**src/rtl/dispatch_pkg.sv**
```systemverilog
// Shared types for the block dispatcher: controller states and core slot encodings.
// Latency: n/a (types and constants only).
// Backpressure: n/a.
package dispatch_pkg;

  typedef enum logic [1:0] {
    IDLE = 2'd0,
    RUN  = 2'd1,
    DONE = 2'd2
  } dispatch_state_t;

  // Slot encodings as {core_reset, core_start}; the slot state lives in the outputs.
  localparam logic [1:0] SLOT_FREE = 2'b10;
  localparam logic [1:0] SLOT_BUSY = 2'b01;

endpackage

```
**src/rtl/priority_pick.sv**
```systemverilog
// Lowest-index request picker: valid flag plus binary index of the first set bit.
// Latency: purely combinational, zero cycles.
// Backpressure: none; the caller decides whether to act on the pick.
module priority_pick #(
  parameter int N  = 2,
  parameter int IW = (N > 1) ? $clog2(N) : 1
) (
  input  logic [N-1:0]  req,
  output logic          vld,
  output logic [IW-1:0] idx
);

  // Scan from the top down so the lowest set bit is the last one written.
  always_comb begin
    vld = 1'b0;
    idx = '0;
    for (int i = N - 1; i >= 0; i--) begin
      if (req[i]) begin
        vld = 1'b1;
        idx = IW'(i);
      end
    end
  end

endmodule

```
**src/rtl/block_dispatcher.sv**
```systemverilog
// Splits a kernel launch into fixed-size blocks and hands them to free cores, one per cycle.
// Latency: first core_start 2 edges after start is sampled; done 1 edge after the last retire.
// Backpressure: blocks wait while no core is free; core_done is the only return path.
module block_dispatcher
  import dispatch_pkg::*;
#(
  parameter int NUM_CORES          = 2,
  parameter int THREADS_PER_BLOCK  = 4,
  parameter int THREAD_COUNT_WIDTH = 8
) (
  input  logic                                                    clk,
  input  logic                                                    reset,
  input  logic                                                    start,
  input  logic [THREAD_COUNT_WIDTH-1:0]                           thread_count,
  output logic [NUM_CORES-1:0]                                    core_start,
  output logic [NUM_CORES-1:0]                                    core_reset,
  output logic [NUM_CORES-1:0][THREAD_COUNT_WIDTH-1:0]            core_block_id,
  output logic [NUM_CORES-1:0][$clog2(THREADS_PER_BLOCK):0]       core_thread_count,
  input  logic [NUM_CORES-1:0]                                    core_done,
  output logic                                                    done
);

  localparam int TW  = THREAD_COUNT_WIDTH;
  localparam int BW  = TW + 1;                       // block counters need one spare bit
  localparam int LOG = $clog2(THREADS_PER_BLOCK);
  localparam int CW  = LOG + 1;
  localparam int EW  = BW + LOG;                     // room for dispatched*TPB
  localparam int IW  = (NUM_CORES > 1) ? $clog2(NUM_CORES) : 1;
  localparam int RW  = $clog2(NUM_CORES + 1);

  dispatch_state_t state_q, state_d;

  logic [TW-1:0]        latched_tc;
  logic [BW-1:0]        total_blocks;
  logic [BW-1:0]        dispatched;
  logic [BW-1:0]        retired;
  logic [BW-1:0]        launch_blocks;
  logic [NUM_CORES-1:0] free_vec;
  logic [NUM_CORES-1:0] retire_vec;
  logic                 pick_vld;
  logic [IW-1:0]        pick_idx;
  logic                 dispatch_fire;
  logic [RW-1:0]        retire_cnt;
  logic [EW-1:0]        remaining;
  logic [CW-1:0]        dispatch_count;
  logic                 launch;
  logic                 done_set;
  logic                 done_clr;

  // Classify each core slot from its output pair and find retiring cores.
  always_comb begin
    free_vec   = '0;
    retire_vec = '0;
    retire_cnt = '0;
    for (int i = 0; i < NUM_CORES; i++) begin
      free_vec[i] = ({core_reset[i], core_start[i]} == SLOT_FREE);
      if (state_q == RUN && {core_reset[i], core_start[i]} == SLOT_BUSY && core_done[i]) begin
        retire_vec[i] = 1'b1;
        retire_cnt    = retire_cnt + RW'(1);
      end
    end
  end

  priority_pick #(
    .N  (NUM_CORES),
    .IW (IW)
  ) u_pick (
    .req (free_vec),
    .vld (pick_vld),
    .idx (pick_idx)
  );

  // Block sizing: ceiling division at launch, and the tail block gets the remainder.
  always_comb begin
    launch_blocks  = (BW'(thread_count) + BW'(THREADS_PER_BLOCK - 1)) >> LOG;
    remaining      = EW'(latched_tc) - (EW'(dispatched) << LOG);
    dispatch_count = (remaining >= EW'(THREADS_PER_BLOCK)) ? CW'(THREADS_PER_BLOCK) : CW'(remaining);
    dispatch_fire  = (state_q == RUN) && (dispatched < total_blocks) && pick_vld;
  end

  // Controller next state plus the launch / done strobes it implies.
  always_comb begin
    state_d  = state_q;
    launch   = 1'b0;
    done_set = 1'b0;
    done_clr = 1'b0;
    case (state_q)
      IDLE: if (start) begin
        state_d = RUN;
        launch  = 1'b1;
      end
      RUN: if (retired == total_blocks) begin
        state_d  = DONE;
        done_set = 1'b1;
      end
      DONE: if (!start) begin
        state_d  = IDLE;
        done_clr = 1'b1;
      end
      default: state_d = IDLE;
    endcase
  end

  // Controller state register.
  always_ff @(posedge clk or negedge reset) begin
    if (!reset) state_q <= IDLE;
    else        state_q <= state_d;
  end

  // Launch latch, block counters and the done flag.
  always_ff @(posedge clk or negedge reset) begin
    if (!reset) begin
      latched_tc   <= '0;
      total_blocks <= '0;
      dispatched   <= '0;
      retired      <= '0;
      done         <= 1'b0;
    end else begin
      if (launch) begin
        latched_tc   <= thread_count;
        total_blocks <= launch_blocks;
        dispatched   <= '0;
        retired      <= '0;
      end else begin
        if (dispatch_fire)           dispatched <= dispatched + BW'(1);
        if (retire_cnt != '0)        retired    <= retired + BW'(retire_cnt);
      end
      if (done_set)      done <= 1'b1;
      else if (done_clr) done <= 1'b0;
    end
  end

  // Per-core start/reset pair and assignment; a core cannot retire and be picked in one cycle.
  always_ff @(posedge clk or negedge reset) begin
    if (!reset) begin
      core_start        <= '0;
      core_reset        <= '1;
      core_block_id     <= '0;
      core_thread_count <= '0;
    end else begin
      for (int i = 0; i < NUM_CORES; i++) begin
        if (retire_vec[i]) begin
          core_start[i] <= 1'b0;
          core_reset[i] <= 1'b1;
        end else if (dispatch_fire && pick_idx == IW'(i)) begin
          core_start[i]        <= 1'b1;
          core_reset[i]        <= 1'b0;
          core_block_id[i]     <= dispatched[TW-1:0];
          core_thread_count[i] <= dispatch_count;
        end
      end
    end
  end

endmodule

```
**config.mk**
```make
export PLATFORM = sky130hd
export DESIGN_NAME = block_dispatcher
export DESIGN_NICKNAME = d
export VERILOG_FILES = /design/src/rtl/dispatch_pkg.sv /design/src/rtl/priority_pick.sv /design/src/rtl/block_dispatcher.sv
export SDC_FILE = /design/constraint.sdc
export NUM_CORES = 1
export LEC_CHECK = 0
export ABC_AREA = 1
export ABC_CLOCK_PERIOD_IN_PS = 7700
export BUFFER_PORTS_ARGS = -buffer_cell sky130_fd_sc_hd__clkbuf_2
export CORE_AREA = 2 2 111 113
export DETAILED_ROUTE_END_ITERATION = 7
export DIE_AREA = 0 0 113 115
export HOLD_SLACK_MARGIN = 0.06
export MAX_ROUTING_LAYER = met4
export PLACE_DENSITY = 0.53
export SETUP_SLACK_MARGIN = 0.4
export SYNTH_ARGS = -nofsm -noshare
export SYNTH_HDL_FRONTEND = slang
export SYNTH_HIERARCHICAL = 1
export SYNTH_SLANG_ARGS = --single-unit
```
**constraint.sdc**
```tcl
create_clock -name clk -period 7.7 [get_ports clk]
set_input_delay 0.77 -clock clk [delete_from_list [all_inputs] [get_ports clk]]
set_output_delay 0.77 -clock clk [all_outputs]
set_load 0.05 [all_outputs]
```
==> flow_metrics.env <==
export IMPL_synth_edf_count=0
export IMPL_via_count=2923
export IMPL_slew_headroom_pct=41.7
export IMPL_core_area_sq_mm=0.0118
export IMPL_setup_tns_ps=0
export IMPL_synth_commonest_cells="nand2_1 (122), inv_1 (72), dfrtp_1 (60)"
export IMPL_crit_path_end="dispatched[5]"
export IMPL_cp_arrival_ps=3060
export IMPL_overflow=0
export IMPL_violations="design-rule violations"
export IMPL_synth_avg_cell_area_sq_um=7.96
export IMPL_critical_path_cell_chain="clkbuf_2 > inv_1 > nor3_4 > clkinv_1 > nand2_1 > nand2_1 > o21ai_0"
export IMPL_grt_use_total_pct=14.2
export IMPL_via_per_inst=4.60
export IMPL_fmax_mhz=354
export IMPL_period_minus_slack_ps=2820
export IMPL_min_from="core_block_id[15]"
export IMPL_drive_above_1_share_pct=18.4
export IMPL_cts_root_buf="clkbuf_16"
export IMPL_synth_area_sq_mm=0.00349
export IMPL_leakage_uw=0.00218
export IMPL_yosysMostFrequentCell="nand2_1"
export IMPL_syn_inst=439
export IMPL_cts_tree="done"
export IMPL_report_final_slew_viol_count=0
export IMPL_yosys_register_bits=62
export IMPL_rr_startpoint="state_q[1]"
export IMPL_die_x_um=113
export IMPL_cts_hold_buf=0
export IMPL_yosysSeqAreaShare_pct=44.5
export IMPL_r2r_end="retired[8]"
export IMPL_synth_cell_types=36
export IMPL_synth_top_area_share_pct=43.0
export IMPL_fin_crit_sh_pct=36.6
export IMPL_drt_iter0_drc=172
export IMPL_hp_class="reg -> reg"
export IMPL_ys_warn_count=6
export IMPL_setup_viol=0
export IMPL_yosysTopAreaCell="dfrtp_1"
export IMPL_postRouteAntennaNets=0
export IMPL_clock_sinks=62
export IMPL_drc=5
export IMPL_routed_wl_mm=8.15
export IMPL_fillers=1237
export IMPL_fp_dieH_um=115
export IMPL_rsz0062_at_grt="false"
export IMPL_r2r_cells=12
export IMPL_ios=40
export IMPL_maxCapViolations=0
export IMPL_hold_slack_ps=465
export IMPL_crit_type="in -> reg"
export IMPL_nNetsFinal=515
export IMPL_slowest_stage="clkinv_1"
export IMPL_ir_worst_vdd_mv=0.110
export IMPL_floorplan_die_area_sq_mm=0.0130
export IMPL_ys_flop_type="dfrtp_1"
export IMPL_worst_pin_slew_ps=872
export IMPL_cp_start_kind="input pin"
export IMPL_final_hold_viol_count=0
export IMPL_cp_common_cell="nand2_1"
export IMPL_grt_max_degree=63
export IMPL_synth_area_top_cells="dfrtp_1 (43%), nand2_1 (13%), inv_1 (7.7%), ha_1 (6.1%), nand3_1 (3.7%)"
export IMPL_syn_nets=471
export IMPL_critPathLaunch="start"
export IMPL_design_area_sq_mm=0.00410
export IMPL_cp_end_kind="flip-flop"
export IMPL_drt_pass1_iterations=6
export IMPL_clk_pin_slew_ps=60
export IMPL_cp_max_fo=26
export IMPL_clock_latency_ps=330
export IMPL_cts_buffer_depth=2
export IMPL_slowest_delay_ps=860
export IMPL_post_dp_cell_area_sq_mm=0.00383
export IMPL_regArea_sq_mm=0.00155
export IMPL_syn2layout_area_growth_pct=17.5
export IMPL_antenna_found_initial=0
export IMPL_cts_resized=0
export IMPL_rows=40
export IMPL_async_reset_ff_share_pct=100
export IMPL_numCtsBuffers=9
export IMPL_h_tree_depth=3
export IMPL_fin_util_pct=34.7
export IMPL_ff2ff_setup_slack_ps=4880
export IMPL_skew_ps=3.13
export IMPL_diodes=0
export IMPL_post_cts_setup_buffer_count=0
export IMPL_status="finished with violations"
export IMPL_grt_first_pass_wirelength_mm=14.3
export IMPL_worst_ep_required_time_ps=7930
export IMPL_gp_congestion=0.810
export IMPL_start_util_pct=29.6
export IMPL_cellPowerDensity_mw_per_mm2=423
export IMPL_numPortBuffers=39
export IMPL_wl_per_cell_um=12.8
export IMPL_multi_input_area_sq_mm=0.00160
export IMPL_place_hpwl_mm=6.05
export IMPL_grt_pass1_vias=2977
## routing by layer
layer	GRT usage (%)	share of wire [%]	up-vias
met1	18.1	49	1358
met5	-	0	-
li1	-	-	1499
met3	3.37	4.1	6
met4	3.90	0.90	0
met2	22.8	46	60
## cell type report
| cell class | count | area share [%] |
|---|---|---|
| timing repair buffer | 40 | 4.94 |
| tap | 147 | 4.48 |
| sequential | 62 | 37.9 |
| clock inverter | 6 | 0.915 |
| inverter | 76 | 7.01 |
| multi-input combinational | 294 | 39.0 |
| clock buffer | 10 | 5.82 |
## metrics by stage
| stage | std cells | setup WS [ps] | power, uW |
|---|---|---|---|
| final | 635 | 4880 | 1740 |
| after global routing | 635 | 4540 | 1900 |
| after CTS | 635 | 4860 | 1750 |
| after detailed placement | 619 | 4550 | 1370 |
| after global placement | 619 | 4660 | 1350 |
| after floorplan | 439 | 5040 | 1190 |
## where the power goes
group | total, uW | internal (uW) | switching (uW)
logic | 857 | 246 | 610
clock network | 373 | 224 | 149
registers | 507 | 427 | 79.7
## placed cells by master, fill, tap and decap left out, drive strengths merged, types with 2 or more instances in the layout
cell type / synthesis / final
a21oi: 13 / 13
clkbuf: 4 / 49
dfrtp: 60 / 60
nand4: 11 / 11
and3: 2 / 2
o22ai: 4 / 4
or2: 2 / 2
dfstp: 2 / 2
clkinv: 1 / 4
inv: 75 / 75
nor3: 12 / 12
fa: 2 / 2
nand2: 128 / 128
clkinvlp: 0 / 3
a31oi: 2 / 2
nor2: 32 / 32
o2111ai: 2 / 2
o21ai: 33 / 33
nand3: 27 / 27
ha: 17 / 17
## how the worst min path moves through the flow
stage / end / slack (ps) / cells after the start
finish: core_block_id[15] / 460 / 2
global route: core_block_id[7] / 490 / 2
CTS: core_block_id[7] / 470 / 2
detailed placement: core_block_id[7] / 460 / 2
global placement: core_block_id[15] / 450 / 2
floorplan: latched_tc[7] / 460 / 2
## worst max-delay path, delay by kind of cell
family / cells / cell delay, ps
buffers and inverters: 3 / 1010
AO/OA/AOI/OAI: 1 / 100
AND/OR/NAND/NOR: 3 / 1170
## registers in the layout, indices dropped and copies added (netlist names)
name               cells
total_blocks           7
state_q                2
latched_tc             8
core_thread_count      6
dispatched             9
core_block_id         16
done                   1
core_reset             2
core_start             2
retired                9
## cells by family after synthesis
kind of cell             after synthesis  synth area share [%]
AO/OA/AOI/OAI                         58                  10.6
XOR/XNOR                               1                 0.251
adder cells (fa/ha/maj)               19                  7.23
buffers and inverters                 83                  9.74
flip-flops                            62                  44.5
AND/OR/NAND/NOR                      216                  27.7
Note: power is estimated with default switching activity, not from simulation.
